--- src/rtl/dmem_lsu.sv ---
// dmem_lsu: byte/half/word load-store unit with RMW sub-word stores; define LSU_MISALIGN_TRAP_EN to trap misaligned accesses
module dmem_lsu #(
  parameter int ADDR_W = 32
) (
  input  logic              clk,
  input  logic              rst,
  input  logic              req_valid,
  output logic              req_ready,
  input  logic              req_we,
  input  logic [2:0]        req_funct3,
  input  logic [ADDR_W-1:0] req_addr,
  input  logic [31:0]       req_wdata,
  output logic              resp_valid,
  output logic [31:0]       resp_rdata,
  output logic              resp_err,
  output logic              dmem_read,
  output logic              dmem_write,
  output logic [ADDR_W-1:0] dmem_addr,
  output logic [31:0]       dmem_wdata,
  input  logic [31:0]       dmem_rdata
);
  typedef enum logic [2:0] {IDLE, RD, CAP, WR, RESP} state_t;
  state_t state, nxt;
  logic accept, trap, we_q, uns_q;
  logic [1:0] sz, lo, sz_q, lo_q;
  logic [31:0] wdata_q, bmask, hmask, bmerge, hmerge, ext;
  logic [7:0] bsel;
  logic [15:0] hsel;
  assign req_ready = state == IDLE;
  assign resp_valid = state == RESP;
  assign dmem_read = state == RD;
  assign dmem_write = state == WR;
  assign accept = req_valid & req_ready;
  assign sz = req_funct3[1:0] == 2'b00 ? 2'd0 : req_funct3[1:0] == 2'b01 ? 2'd1 : 2'd2;
  assign lo = sz == 2'd0 ? req_addr[1:0] : sz == 2'd1 ? {req_addr[1], 1'b0} : 2'b00;
`ifdef LSU_MISALIGN_TRAP_EN
  logic err_q;
  assign trap = (sz == 2'd1 & req_addr[0]) | (sz == 2'd2 & |req_addr[1:0]);
  assign resp_err = resp_valid & err_q;
`else
  assign trap = 1'b0;
  assign resp_err = 1'b0;
`endif
  assign bsel = dmem_rdata[{lo_q, 3'b000} +: 8];
  assign hsel = lo_q[1] ? dmem_rdata[31:16] : dmem_rdata[15:0];
  assign ext = sz_q == 2'd0 ? {{24{~uns_q & bsel[7]}}, bsel} :
               sz_q == 2'd1 ? {{16{~uns_q & hsel[15]}}, hsel} : dmem_rdata;
  assign bmask = 32'h0000_00ff << {lo_q, 3'b000};
  assign hmask = lo_q[1] ? 32'hffff_0000 : 32'h0000_ffff;
  assign bmerge = (dmem_rdata & ~bmask) | ({4{wdata_q[7:0]}} & bmask);
  assign hmerge = (dmem_rdata & ~hmask) | ({2{wdata_q[15:0]}} & hmask);
  assign dmem_wdata = dmem_write ? (sz_q == 2'd0 ? bmerge : sz_q == 2'd1 ? hmerge : wdata_q) : 32'd0;
  always_comb begin
    nxt = IDLE;
    case (state)
      IDLE:    nxt = !accept ? IDLE : trap ? RESP : (req_we & sz == 2'd2) ? WR : RD;
      RD:      nxt = we_q ? WR : CAP;
      CAP:     nxt = RESP;
      WR:      nxt = RESP;
      default: nxt = IDLE;
    endcase
  end
  always_ff @(posedge clk) begin
    if (rst) begin
      state <= IDLE;
      resp_rdata <= '0;
      dmem_addr <= '0;
    end else begin
      state <= nxt;
      if (accept) dmem_addr <= {req_addr[ADDR_W-1:2], 2'b00};
      if (state == CAP) resp_rdata <= ext;
      if (state == WR) resp_rdata <= '0;
    end
  end
  always_ff @(posedge clk) begin
    if (accept) begin
      we_q <= req_we;
      uns_q <= req_funct3[2];
      sz_q <= sz;
      lo_q <= lo;
      wdata_q <= req_wdata;
`ifdef LSU_MISALIGN_TRAP_EN
      err_q <= trap;
`endif
    end
  end
endmodule

--- config.mk ---
export PLATFORM = sky130hd
export DESIGN_NAME = dmem_lsu
export DESIGN_NICKNAME = d
export VERILOG_FILES = /design/src/rtl/dmem_lsu.sv
export SDC_FILE = /design/constraint.sdc
export NUM_CORES = 1
export LEC_CHECK = 0
export ABC_AREA = 1
export BUFFER_PORTS_ARGS = -buffer_cell sky130_fd_sc_hd__buf_4
export CORE_MARGIN = 5
export CORE_UTILIZATION = 36
export DETAILED_ROUTE_END_ITERATION = 12
export GPL_TIMING_DRIVEN = 0
export PLACE_DENSITY = 0.73
export SLEW_MARGIN = 10
export SYNTH_ARGS = -nofsm -noshare
export SYNTH_HDL_FRONTEND = slang
export SYNTH_SLANG_ARGS = --single-unit
--- constraint.sdc ---
create_clock -name clk -period 1.65 [get_ports clk]
set_clock_uncertainty 0.15 [all_clocks]
set_input_delay 0.0825 -clock clk [delete_from_list [all_inputs] [get_ports clk]]
set_output_delay 0.0825 -clock clk [all_outputs]
set_load 0.02 [all_outputs]
# Word level (Yosys, flattened, before mapping)
# Cells that the tools add are included.
# totals
ff_bits,103
latchBits,0
mem_bits_rw,0
mem_bits_ro,0
inputBits,103
output_inout_bits,101
mem_count,0
# op_classes
n_addsub,0
mul,0
n_div,0
n_lt_le_gt_ge,0
eq_ne,8
shifts,2
muxes,15
bitwise_logic,13
n_reduce_logical,6
# op_table
op,n
$mux W32,6
$and A32 B32 Y32,4
$not A32 Y32,2
$or A32 B32 Y32,2
$shiftx A32 B6 Y8,1
$shl A8 B5 Y32 const A,1
$mux W16,1
$mux W2,6
$pmux W3 S3,1
$eq A2 B1 Y1 const B,3
$eq A3 B2 Y1 const B,2
$logic_not A2 Y1,3
$and A1 B1 Y1,4
$reduce_or A2 Y1,2
$eq A3 B1 Y1 const B,1
$eq A3 B3 Y1 const B,1
$logic_not A3 Y1,1
$eq A2 B2 Y1 const B,1
$mux W1,1
$not A1 Y1,1

# Logic depth before layout (Yosys ltp)
# depth
ltp_word,8
ltp_mapped,11

# Worst setup path before layout
# OpenSTA, ideal clock, no wires.
# synth_timing
path_kind,flip-flop to flip-flop
start,reg state[2]
end,reg lo_q[0] (enable)
setup_time_ps,381
t_arrival_ps,1617
t_required_ps,1119
setup_slack_ps,-498
stages_incl_launch_ff,5
path_buffers,1
cell_sequence,dfxtp_1 -> nor3_2 -> nand2_1 -> inv_2 -> buf_2
# synth_between
elab_chain_cells,2
# synth_rtl
element,line,rtl
start: declaration,23,"state_t state, nxt;"
start signal: assignment,69,state <= nxt;
$logic_not A3 Y1,29,assign req_ready = state == IDLE;
named net req_ready,8,"output logic req_ready,"
$and A1 B1 Y1,33,assign accept = req_valid & req_ready;
named net accept,24,"logic accept, trap, we_q, uns_q;"
end signal: assignment,80,lo_q <= lo;
end: declaration,25,"logic [1:0] sz, lo, sz_q, lo_q;"
# The timed path passes the listed nets, and every way through them passes these cells.
# A chain may end at the register's enable or synchronous reset.

# Worst setup path after layout
# layout_timing
start,reg lo_q[1]
end,out dmem_wdata[8]
# layout_between
elab_chain_cells,7
word_cells_on_any_way,13
# layout_rtl
element,line,rtl
"parallel branches: the longest is 5 deep, another holds $shl A8 B5 Y32",-,
$mux W32 * (2 in a row),52,assign dmem_wdata = dmem_write ? (sz_q == 2'd0 ? bmerge : sz_q == 2'd1 ? hmerge : wdata_q) : 32'd0;
end: declaration,19,"output logic [31:0] dmem_wdata,"
# Mark *: on every way between the ends.

==> flow_summary.ini <==
[final_layout]
filler_cell_count = 1222
mostFrequentLayoutCells = sky130_fd_sc_hd__nand2_1, sky130_fd_sc_hd__buf_4, sky130_fd_sc_hd__dlygate4sd3_1
layout_commonest_cell = sky130_fd_sc_hd__nand2_1
combined_area_of_the_multi_input_logic_cells_mm2 = 0.00342
drive_gt1_share_pct = 45.9
final_area_mm2 = 0.0104
synthesis_to_layout_area_growth_pct = 79.6
fin_nets = 1266
register_area_mm2 = 0.00245

[hold_path]
min-delay-start = dmem_rdata[21]
hold-path-cell-count = 7
worstHoldEndpoint = resp_rdata[21]$_SDFFE_PP0P_
holdCritPathClass = in -> reg

[timing]
worst_slew_margin_rel_pct = 62.3
hold_violations = 0
total_setup_violations_reported_at_the_end_of_the_flow = 63
setup_repair_after_global_routing_missed_its_margin = true
timing.setup.tns_ps = -17860
hold-worst-slack_ps = 20.2
max_freq_ghz = 0.460
final-max-slew-violation-count = 0
min_period_ps = 2170
tightest_slew_ps = 565
worst_slack_ps = -524
layout_worst_path_cycle_share_pct = 132

[job]
max-cap-violations = 0

[grt]
overflow = 0
first_global_vias = 7085
antenna_violations_before_repair = 0
grt_pass1_wl_mm = 37.2
pin_count_of_the_biggest_net_entering_global_routing = 24
gr-usage-all-layers_pct = 25.6

[setup_path]
critPathMaxStageDelay_ps = 490
reg2reg_setup_slack_ps = -150
crit_path_cell_trace = buf_4 > nand3_4 > inv_2 > buf_8 > a21oi_2 > o21ai_1 > a21oi_2 > buf_6
cp-end-kind = output pin
timing.critical_path.required_ps = 1420
critical_path.slowest_cell = sky130_fd_sc_hd__edfxtp_1
worst_ep_arrival_time_ps = 1940
cp_max_fo = 10
critPathMostFrequentCell = sky130_fd_sc_hd__a21oi_2
critical_path.startpoint_type = flop
cp-startpoint = lo_q[1]$_DFFE_PP_
critical_path_class = reg -> out
worst-r2r-cell-count = 12
worst_flop_to_flop_path_startpoint = sz_q[1]$_DFFE_PP_
reg2reg_to = resp_rdata[14]$_SDFFE_PP0P_

[detailed_routing]
route.final.wire_length_mm = 25.0
antenna_left = 0
detail_route.wl_per_cell_um = 18.1
vias_per_cell = 5.10
remaining_drcs = 0
dr.first_iter.drc_count = 507
dr_total_vias = 7069
drt_pass_1_iters = 5

[pwr]
power.sequential.fraction_pct = 37.0
cellLeakagePower_nw = 4.79
cell_internal_pwr_mw = 5.30
power_frac_comb_pct = 34.7
peakVddDrop_v = 0.000539
netSwitchingPower_mw = 2.77
p_sw_share_pct = 34.3
pwr_dens_mw_per_mm2 = 779
share_of_power_burned_in_the_clock_network_pct = 28.3

[clock_network]
cts_tree = yes
clock_latency_ps = 360
clk_pin_slew_worst_paths_ps = 80
clock-sinks = 103
cts-buffers-inserted = 9
ctsHtreeMaxLevel = 3
clock-root-buffer = sky130_fd_sc_hd__clkbuf_16
buffers_from_clock_root_to_sink_at_most = 2

[yosys]
yosysSeqAreaShare_pct = 42.3
synth_enable_flop_cells = 38
postSynthCellCount = 822
netlist-cell-type-count = 34
synth_area_mm2 = 0.00577
synth_ff_type = sky130_fd_sc_hd__dfxtp_1
syn_area_per_cell_um2 = 7.02
yosys_warnings = 0
synth_async_sr_flop_share_pct = 0
ys_ff_latch = 103

[die]
dieArea_mm2 = 0.0187
initial_utilization_pct = 36.5
rows = 46
floorplan.die.width_um = 137
core_region_area_mm2 = 0.0158
die_height_um = 137
ios = 204

[placement]
place_hpwl_mm = 16.0
placed_cell_area_mm2 = 0.00763
placement.io_buffers = 199
place.gp.congestion = 0.944

[run_status]
failed_checks = setup timing
outcome = complete, but fails checks
[worst max path at each step]
stage,slack [ps],endpoint,cells after the start
2_1_floorplan,-40,dmem_wdata[11],6
3_3_place_gp,-370,dmem_wdata[12],6
3_5_place_dp,-360,dmem_wdata[12],6
4_1_cts,-500,dmem_wdata[0],10
5_1_grt,-600,dmem_wdata[15],7
6_report,-520,dmem_wdata[8],8
[metrics by stage]
step	cells	utilization (%)	setup WS (ps)	total power [mW]
final	1385	65.5	-524	8.07
after global routing	1384	65.5	-601	8.39
after CTS	1371	62.1	-499	7.79
after detailed placement	1239	48.2	-355	4.92
after global placement	1239	48.2	-370	4.90
after floorplan	824	-	-44.6	4.16
[flip-flops by register name (all words and copies together), names as in the netlist]
| signal | count |
|---|---|
| we_q | 1 |
| wdata_q | 32 |
| dmem_addr | 30 |
| sz_q | 2 |
| lo_q | 2 |
| resp_rdata | 32 |
| uns_q | 1 |
| state | 3 |
[cells by family after synthesis]
| logic type | Yosys count | synth area share (%) |
|---|---|---|
| buffers and inverters | 143 | 12.0 |
| flip-flops | 103 | 42.3 |
| other | 1 | 0.0650 |
| AND/OR/NAND/NOR | 395 | 28.8 |
| AO/OA/AOI/OAI | 180 | 16.8 |
[per-layer routing]
metal  track usage, %  part of all wire, %  wire, µm  up-vias
met5                0                    0         0        -
met4             11.5                  3.8       946        0
met3             5.15                  7.6      1890       71
met2             44.6                   50     12500      331
met1             30.3                   39      9710     3329
li1                 -                    -         -     3338
[worst max-delay path, delay by kind of cell, from the launching register on]
kind                   cells  cell delay (ps)
AOI/OAI and AO/OA          3              420
buffers and inverters      4              570
DFF                        1              490
and+or+nand+nor            1               90
[power by group through the flow]
stage	clock [mW]	combinational (mW)	sequential [mW]
2_1_floorplan	0	0.997	3.16
3_3_place_gp	0	1.86	3.03
3_5_place_dp	0	1.88	3.04
4_1_cts	2.29	2.51	2.98
5_1_grt	2.39	2.99	3.01
6_report	2.28	2.80	2.99
[cells in the mapped netlist, types with 2 or more instances]
master	n	area share, %
sky130_fd_sc_hd__dfxtp_1	65	23
sky130_fd_sc_hd__nor2_1	41	2.7
sky130_fd_sc_hd__a31oi_1	4	0.43
sky130_fd_sc_hd__clkbuf_1	14	0.91
sky130_fd_sc_hd__buf_6	9	1.8
sky130_fd_sc_hd__o211ai_1	10	1.3
sky130_fd_sc_hd__a21oi_1	98	8.5
sky130_fd_sc_hd__buf_4	8	1.0
sky130_fd_sc_hd__o21ai_1	27	2.3
sky130_fd_sc_hd__inv_1	67	4.4
sky130_fd_sc_hd__a21oi_2	6	0.91
sky130_fd_sc_hd__nand2_2	13	1.4
sky130_fd_sc_hd__edfxtp_1	38	20
sky130_fd_sc_hd__nand3_1	53	4.6
sky130_fd_sc_hd__inv_2	18	1.2
sky130_fd_sc_hd__nand4_1	3	0.33
sky130_fd_sc_hd__nor2_4	3	0.59
sky130_fd_sc_hd__o21ai_0	33	2.9
sky130_fd_sc_hd__nand2_1	274	18
sky130_fd_sc_hd__nand3_4	2	0.61
sky130_fd_sc_hd__buf_2	23	2.0
[cell type report]
class                   instances  area share [%]
diodes                          1          0.0241
plain buffers                  56            5.61
clock buffers                  10            2.41
clock inverters                 6           0.664
inverters                      87            3.21
multi-input cells             578            33.0
flip-flops and latches        103            23.7
well taps                     216            2.61
repair buffers                328            28.8
[what timing repair did]
item                       4_1_cts  5_1_grt
cloned                           8        4
hold buffers                    70        0
pin swaps                       63       58
resized for setup              206      120
setup endpoints to repair      102      121
setup buffers                   38       11
hold endpoints to repair        69        0
Note: power is estimated with default switching activity, not from simulation.
